<file path="src/rtl/ex_stage.sv">
// Execute stage of the 64-bit ARM pipeline.
// Computes the ALU or MOVZ/MOVK result, keeps the NZVC flag register,
// drives same-cycle forwarding data back to decode, and registers what
// the memory stage needs into the EX/MEM pipeline register.
// There is no valid/ready handshake: the pipeline register captures
// every cycle, and bubbles travel as NOOP=1.
// Gate delays are a simulation-only notion and are not modelled here.
module ex_stage #(
    parameter int WIDTH = 64
) (
    input  logic             clk,
    input  logic             reset,
    input  logic [WIDTH-1:0] ALUA,
    input  logic [WIDTH-1:0] ALUB,
    input  logic [WIDTH-1:0] Db,
    input  logic [31:0]      OPCode,
    input  logic [2:0]       ALUCntrl,
    input  logic             MemWrite,
    input  logic             MOVZ,
    input  logic             MOVK,
    input  logic             LDURB,
    input  logic             Mem2Reg,
    input  logic             RegWrite,
    input  logic             read_enable,
    input  logic             NOOP,
    input  logic             SetFlags,
    input  logic [3:0]       xfer_size,
    output logic [WIDTH-1:0] ExForward,
    output logic [4:0]       ExRd,
    output logic             ExRegWrite,
    output logic [3:0]       FlagsFwd,
    output logic [3:0]       Flags,
    output logic [WIDTH-1:0] Result,
    output logic [WIDTH-1:0] MemData,
    output logic [4:0]       Rd,
    output logic             MemWriteOut,
    output logic             LDURBOut,
    output logic             Mem2RegOut,
    output logic             RegWriteOut,
    output logic             read_enableOut,
    output logic             NOOPOut,
    output logic [3:0]       xfer_sizeOut
);

    // Shared adder: subtract is A + ~B + 1, so one carry chain serves both.
    logic [WIDTH-1:0] w_b_eff;
    logic             w_cin;
    logic [WIDTH:0]   w_sum;
    logic             w_carry_into_msb;
    logic [WIDTH-1:0] w_alu_res;
    logic             w_alu_c;
    logic             w_alu_v;
    logic [15:0]      w_imm16;
    logic [1:0]       w_hw;
    logic [WIDTH-1:0] w_movz_res;
    logic [WIDTH-1:0] w_movk_res;
    logic [WIDTH-1:0] w_result;
    logic [3:0]       w_alu_flags;
    logic             w_flag_update;

    logic [3:0]       r_flags;
    logic [WIDTH-1:0] r_result;
    logic [WIDTH-1:0] r_mem_data;
    logic [4:0]       r_rd;
    logic             r_mem_write;
    logic             r_ldurb;
    logic             r_mem2reg;
    logic             r_reg_write;
    logic             r_read_enable;
    logic             r_noop;
    logic [3:0]       r_xfer_size;

    assign w_b_eff = (ALUCntrl == 3'b011) ? ~ALUB : ALUB;
    assign w_cin   = (ALUCntrl == 3'b011);
    assign w_sum   = {1'b0, ALUA} + {1'b0, w_b_eff} + {{WIDTH{1'b0}}, w_cin};
    // Carry into the MSB recovered from the MSB sum bit and its operands.
    assign w_carry_into_msb = ALUA[WIDTH-1] ^ w_b_eff[WIDTH-1] ^ w_sum[WIDTH-1];

    // ALU operation select; C and V are only meaningful for add/subtract.
    always_comb begin
        w_alu_res = '0;
        w_alu_c   = 1'b0;
        w_alu_v   = 1'b0;
        case (ALUCntrl)
            3'b000: w_alu_res = ALUB;
            3'b010, 3'b011: begin
                w_alu_res = w_sum[WIDTH-1:0];
                w_alu_c   = w_sum[WIDTH];
                w_alu_v   = w_carry_into_msb ^ w_sum[WIDTH];
            end
            3'b100: w_alu_res = ALUA & ALUB;
            3'b101: w_alu_res = ALUA | ALUB;
            3'b110: w_alu_res = ALUA ^ ALUB;
            default: w_alu_res = '0;
        endcase
    end

    assign w_imm16 = OPCode[20:5];
    assign w_hw    = OPCode[22:21];

    // MOVZ places imm16 in the selected halfword; MOVK patches it into Db.
    always_comb begin
        w_movz_res = '0;
        w_movk_res = Db;
        case (w_hw)
            2'd0: begin
                w_movz_res[15:0]  = w_imm16;
                w_movk_res[15:0]  = w_imm16;
            end
            2'd1: begin
                w_movz_res[31:16] = w_imm16;
                w_movk_res[31:16] = w_imm16;
            end
            2'd2: begin
                w_movz_res[47:32] = w_imm16;
                w_movk_res[47:32] = w_imm16;
            end
            default: begin
                w_movz_res[63:48] = w_imm16;
                w_movk_res[63:48] = w_imm16;
            end
        endcase
    end

    assign w_result = MOVZ ? w_movz_res : (MOVK ? w_movk_res : w_alu_res);

    // Flags are derived from the ALU result; moves never reach the flag register.
    assign w_alu_flags   = {w_alu_res[WIDTH-1], (w_alu_res == '0), w_alu_v, w_alu_c};
    assign w_flag_update = SetFlags & ~NOOP & ~MOVZ & ~MOVK;

    assign ExForward  = w_result;
    assign ExRd       = OPCode[4:0];
    assign ExRegWrite = RegWrite & ~NOOP;
    assign FlagsFwd   = w_flag_update ? w_alu_flags : r_flags;

    // NZVC flag register: loads on a flag-setting, non-bubble ALU op.
    always_ff @(posedge clk) begin
        if (reset) begin
            r_flags <= 4'b0000;
        end else if (w_flag_update) begin
            r_flags <= w_alu_flags;
        end
    end

    // EX/MEM pipeline register; a bubble suppresses all side effects.
    always_ff @(posedge clk) begin
        if (reset) begin
            r_result      <= '0;
            r_mem_data    <= '0;
            r_rd          <= '0;
            r_mem_write   <= 1'b0;
            r_ldurb       <= 1'b0;
            r_mem2reg     <= 1'b0;
            r_reg_write   <= 1'b0;
            r_read_enable <= 1'b0;
            r_noop        <= 1'b0;
            r_xfer_size   <= 4'b0000;
        end else begin
            r_result      <= w_result;
            r_mem_data    <= Db;
            r_rd          <= OPCode[4:0];
            r_mem_write   <= MemWrite & ~NOOP;
            r_ldurb       <= LDURB;
            r_mem2reg     <= Mem2Reg;
            r_reg_write   <= RegWrite & ~NOOP;
            r_read_enable <= read_enable & ~NOOP;
            r_noop        <= NOOP;
            r_xfer_size   <= xfer_size;
        end
    end

    assign Flags          = r_flags;
    assign Result         = r_result;
    assign MemData        = r_mem_data;
    assign Rd             = r_rd;
    assign MemWriteOut    = r_mem_write;
    assign LDURBOut       = r_ldurb;
    assign Mem2RegOut     = r_mem2reg;
    assign RegWriteOut    = r_reg_write;
    assign read_enableOut = r_read_enable;
    assign NOOPOut        = r_noop;
    assign xfer_sizeOut   = r_xfer_size;

endmodule

</file>
<file path="config.mk">
export PLATFORM = sky130hd
export DESIGN_NAME = ex_stage
export DESIGN_NICKNAME = d
export VERILOG_FILES = /design/src/rtl/ex_stage.sv
export SDC_FILE = /design/constraint.sdc
export NUM_CORES = 1
export LEC_CHECK = 0
export CAP_MARGIN = 20
export CORE_MARGIN = 3
export CORE_UTILIZATION = 49
export CTS_CLUSTER_DIAMETER = 80
export CTS_CLUSTER_SIZE = 40
export DETAILED_ROUTE_END_ITERATION = 12
export GPL_TIMING_DRIVEN = 0
export PLACE_DENSITY = 0.83
export SLEW_MARGIN = 20
export SYNTH_ARGS = -nofsm -noshare
export SYNTH_HDL_FRONTEND = slang
export SYNTH_SLANG_ARGS = --single-unit
</file>
<file path="constraint.sdc">
create_clock -name clk -period 11.7 [get_ports clk]
set_input_delay 2.34 -clock clk [delete_from_list [all_inputs] [get_ports clk]]
set_output_delay 2.34 -clock clk [all_outputs]
set_load 0.02 [all_outputs]
</file>
==> flow_summary.ini <==
[routing]
drc = 0
drt_iter0_drc = 3050
via_per_inst = 6.632
finalWirelength_mm = 81.60
num_vias = 19060
routedWlPerCell_um = 28.40
ant_nets = 0
dr.pass1.iters = 6

[die]
initial_core_util_pct = 50.33
die-area_um2 = 32910
num_rows = 63
core_area_um2 = 29950
io_pins = 463
die_h_um = 181.4
die_x_um = 181.4

[global_route]
grt_pass1_vias = 18200
track_usage_pct = 46.83
overflow = 0
grt_pass1_wl_mm = 116.9
antenna_found_initial = 4
grt_max_degree = 17

[clocking]
clockBufferDepth = 2
clockRootBuffer = clkbuf_16
cts_buffers = 17
cts_resized = 0
clock_latency_ns = 0.43
htreeDepth = 4
hold_buffers = 0
post-cts-setup-buffers = 0
path_clk_slew_ns = 0.07
cts_tree = done
cts.sinks = 147

[yosys]
netlist_area_um2 = 15080
avgSynthCellArea_um2 = 7.542
synth.top_cell.area_share_pct = 19.52
yosysUniqueCellTypes = 93
async_reset_ff_share_pct = 0
synth_ff_type = dfxtp_1
synth_nets = 2436
synth-edff-count = 0
synth_area_leaders = dfxtp_1, ha_1, nor2b_1
syn_inst = 1999
synth_top_area_cell = dfxtp_1
yosysSeqAreaShare_pct = 19.52
synth_seq_cells = 147
ys_warn_count = 0

[sta]
fmax_mhz = 85.66
worst_hold_slack_ns = 0.5615
finalSetupViolations = 0
hold_viol_final = 0
max_slew_margin_pct = 31.16
clock_skew_ns = 0
setup-tns-final_ns = 0
period_needed_ns = 11.67
worstMarginPinSlew_ns = 1.033
period_share_pct = 99.78
rsz0062_at_grt = false
maxSlewViolCount = 0

[critical_path]
crit_chain = clkdlybuf4s50_1 > nand3b_4 > buf_6 > clkdlybuf4s15_1 > xnor2_1 > ha_1 > buf_2 > a21oi_1 > o21ai_1 > a211oi_1 > a2111oi_0 > a311oi_1 > nand4_1 > or4_1 > or4_1 > nor4_1 > and4b_1 > nand4_1 > nand2_1 > clkdlybuf4s50_1
max_stage_delay_ns = 0.74
worstSetupStartpointType = input pin
worstSetupPathType = input pin to output port
reg2reg_from = Flags[1]$_SDFF_PP0_
startpoint = ALUCntrl[1]
critical-path-slowest-cell = clkdlybuf4s15_1
endpoint_kind = output port
critPathBufInv = 5
crit_arrival_ns = 9.33
worstPathRequired_ns = 9.36
worstPathMaxFanout = 10
path_delay_family = buffers and inverters

[pwr]
intPower_mw = 1.259
pwr-share-clk_pct = 26.6
seq_power_share_pct = 24.8
p_sw_mw = 0.9226
power-per-cell-area_nw_per_um2 = 105.3
leakage_nw = 8.632
switching_share_pct = 42.30
pwr-share-comb_pct = 48.6
ir_worst_vdd_v = 0.00007044

[placement]
place_hpwl_mm = 67.05
place_area_um2 = 20080
place_congestion = 1.141
portBuffers = 451

[worst_hold_path]
hp-class = flip-flop to flip-flop
hold_path.startpoint = Flags[2]$_SDFF_PP0_

[finish]
area_delta_synth_final_pct = 37.46
drive_above_1_share_pct = 4.432
nNetsFinal = 2906
design_area_um2 = 20720

[status]
status = finished, final reports clean

[flow_run]
maxCapViolCount = 0
## tightest hold or removal path: cells and delay by family, from the launching register on
family	cells	cell delay, ns
flops	1	0.32
compound gates	1	0.09
simple gates	1	0.10
## logic make-up (layout without fill, tap and decap cells)
group | after synthesis | count (layout) | synth area share (%)
AND/OR/NAND/NOR | 647 | 647 | 22.45
AO/OA/AOI/OAI | 604 | 604 | 26.42
buffers and inverters | 275 | 758 | 7.469
adder cells (fa/ha/maj) | 195 | 195 | 16.23
flip-flops | 147 | 147 | 19.52
XOR/XNOR | 103 | 103 | 5.983
multiplexers | 28 | 28 | 1.925
other | 0 | 1 | 0
## stage by stage
| step | setup WS [ns] | power [mW] | instances | util [%] |
|---|---|---|---|---|
| 3_3_place_gp | 0.1921 | 1.539 | 2840 | 67.03 |
| 5_1_grt | 0.04010 | 2.238 | 2872 | 69.18 |
| 3_5_place_dp | 0.1025 | 1.554 | 2840 | 67.03 |
| 6_report | 0.02621 | 2.181 | 2873 | 69.19 |
| 4_1_cts | 0.08782 | 2.122 | 2872 | 69.06 |
| 2_1_floorplan | 2.929 | 1.105 | 1999 | - |
## power by group through the flow
| stage | registers [mW] | clock network, mW | logic (mW) |
|---|---|---|---|
| after global routing | 0.543 | 0.592 | 1.10 |
| after detailed placement | 0.551 | 0 | 1.00 |
| final | 0.542 | 0.580 | 1.06 |
| after CTS | 0.540 | 0.571 | 1.01 |
| after floorplan | 0.585 | 0 | 0.521 |
| after global placement | 0.550 | 0 | 0.990 |
## cell type report
type	instances	area (µm²)
multi-input cells	1577	11030
flip-flops and latches	147	2943
fillers	2411	9229
diodes	1	2.502
clock buffers	18	439.2
well taps	390	488.0
plain buffers	130	594.3
inverters	145	544.3
clock inverters	14	167.7
repair buffers	451	4514
## cells in the mapped netlist, types with 22 or more instances
cell      instances
ha_1            194
nand2_1         168
nor2b_1         151
dfxtp_1         147
inv_1           142
a21oi_1         141
o21ai_0         132
nor2_1           98
xnor2_1          86
clkbuf_1         81
nand3_1          52
nand4_1          50
a22o_1           44
a22oi_1          34
o211ai_1         33
nor3_1           31
a21o_1           30
a31oi_1          28
buf_2            23
mux2i_1          23
a211oi_1         22
## final timing paths
| kind | to | slack (ns) | depth (start not counted) |
|---|---|---|---|
| max | FlagsFwd[2] | 0.03 | 20 |
| min reg2reg | Flags[2]$_SDFF_PP0_ | 0.56 | 2 |
| min | Flags[2]$_SDFF_PP0_ | 0.56 | 2 |
| max reg2reg | Flags[1]$_SDFF_PP0_ | 10.82 | 3 |
## layer usage
layer	part of all wire [%]	GRT usage (%)	wire, µm	vias to the layer above
li1	-	-	-	8118
met1	37	58.39	30000	8904
met2	42	72.51	34620	1613
met3	13	11.52	10310	414
met4	8.1	29.43	6624	6
met5	0.053	0	43	-
## sequential cells by signal, indices dropped and copies added, names as in the netlist
register and flops:
Flags 4, LDURBOut 1, Mem2RegOut 1, MemData 64, MemWriteOut 1, NOOPOut 1, Rd 5, RegWriteOut 1
Result 64, read_enableOut 1, xfer_sizeOut 4
## placed cells by master (no fill, tap or decap), types with 79 or more instances in the layout
cell type,Yosys,layout
nor2_1,98,98
nor2b_1,151,151
dfxtp_1,147,147
clkbuf_1,81,79
clkdlybuf4s50_1,0,451
nand2_1,168,168
o21ai_0,132,132
a21oi_1,141,141
ha_1,194,194
inv_1,142,142
xnor2_1,86,86
Note: power is estimated with default switching activity, not from simulation.
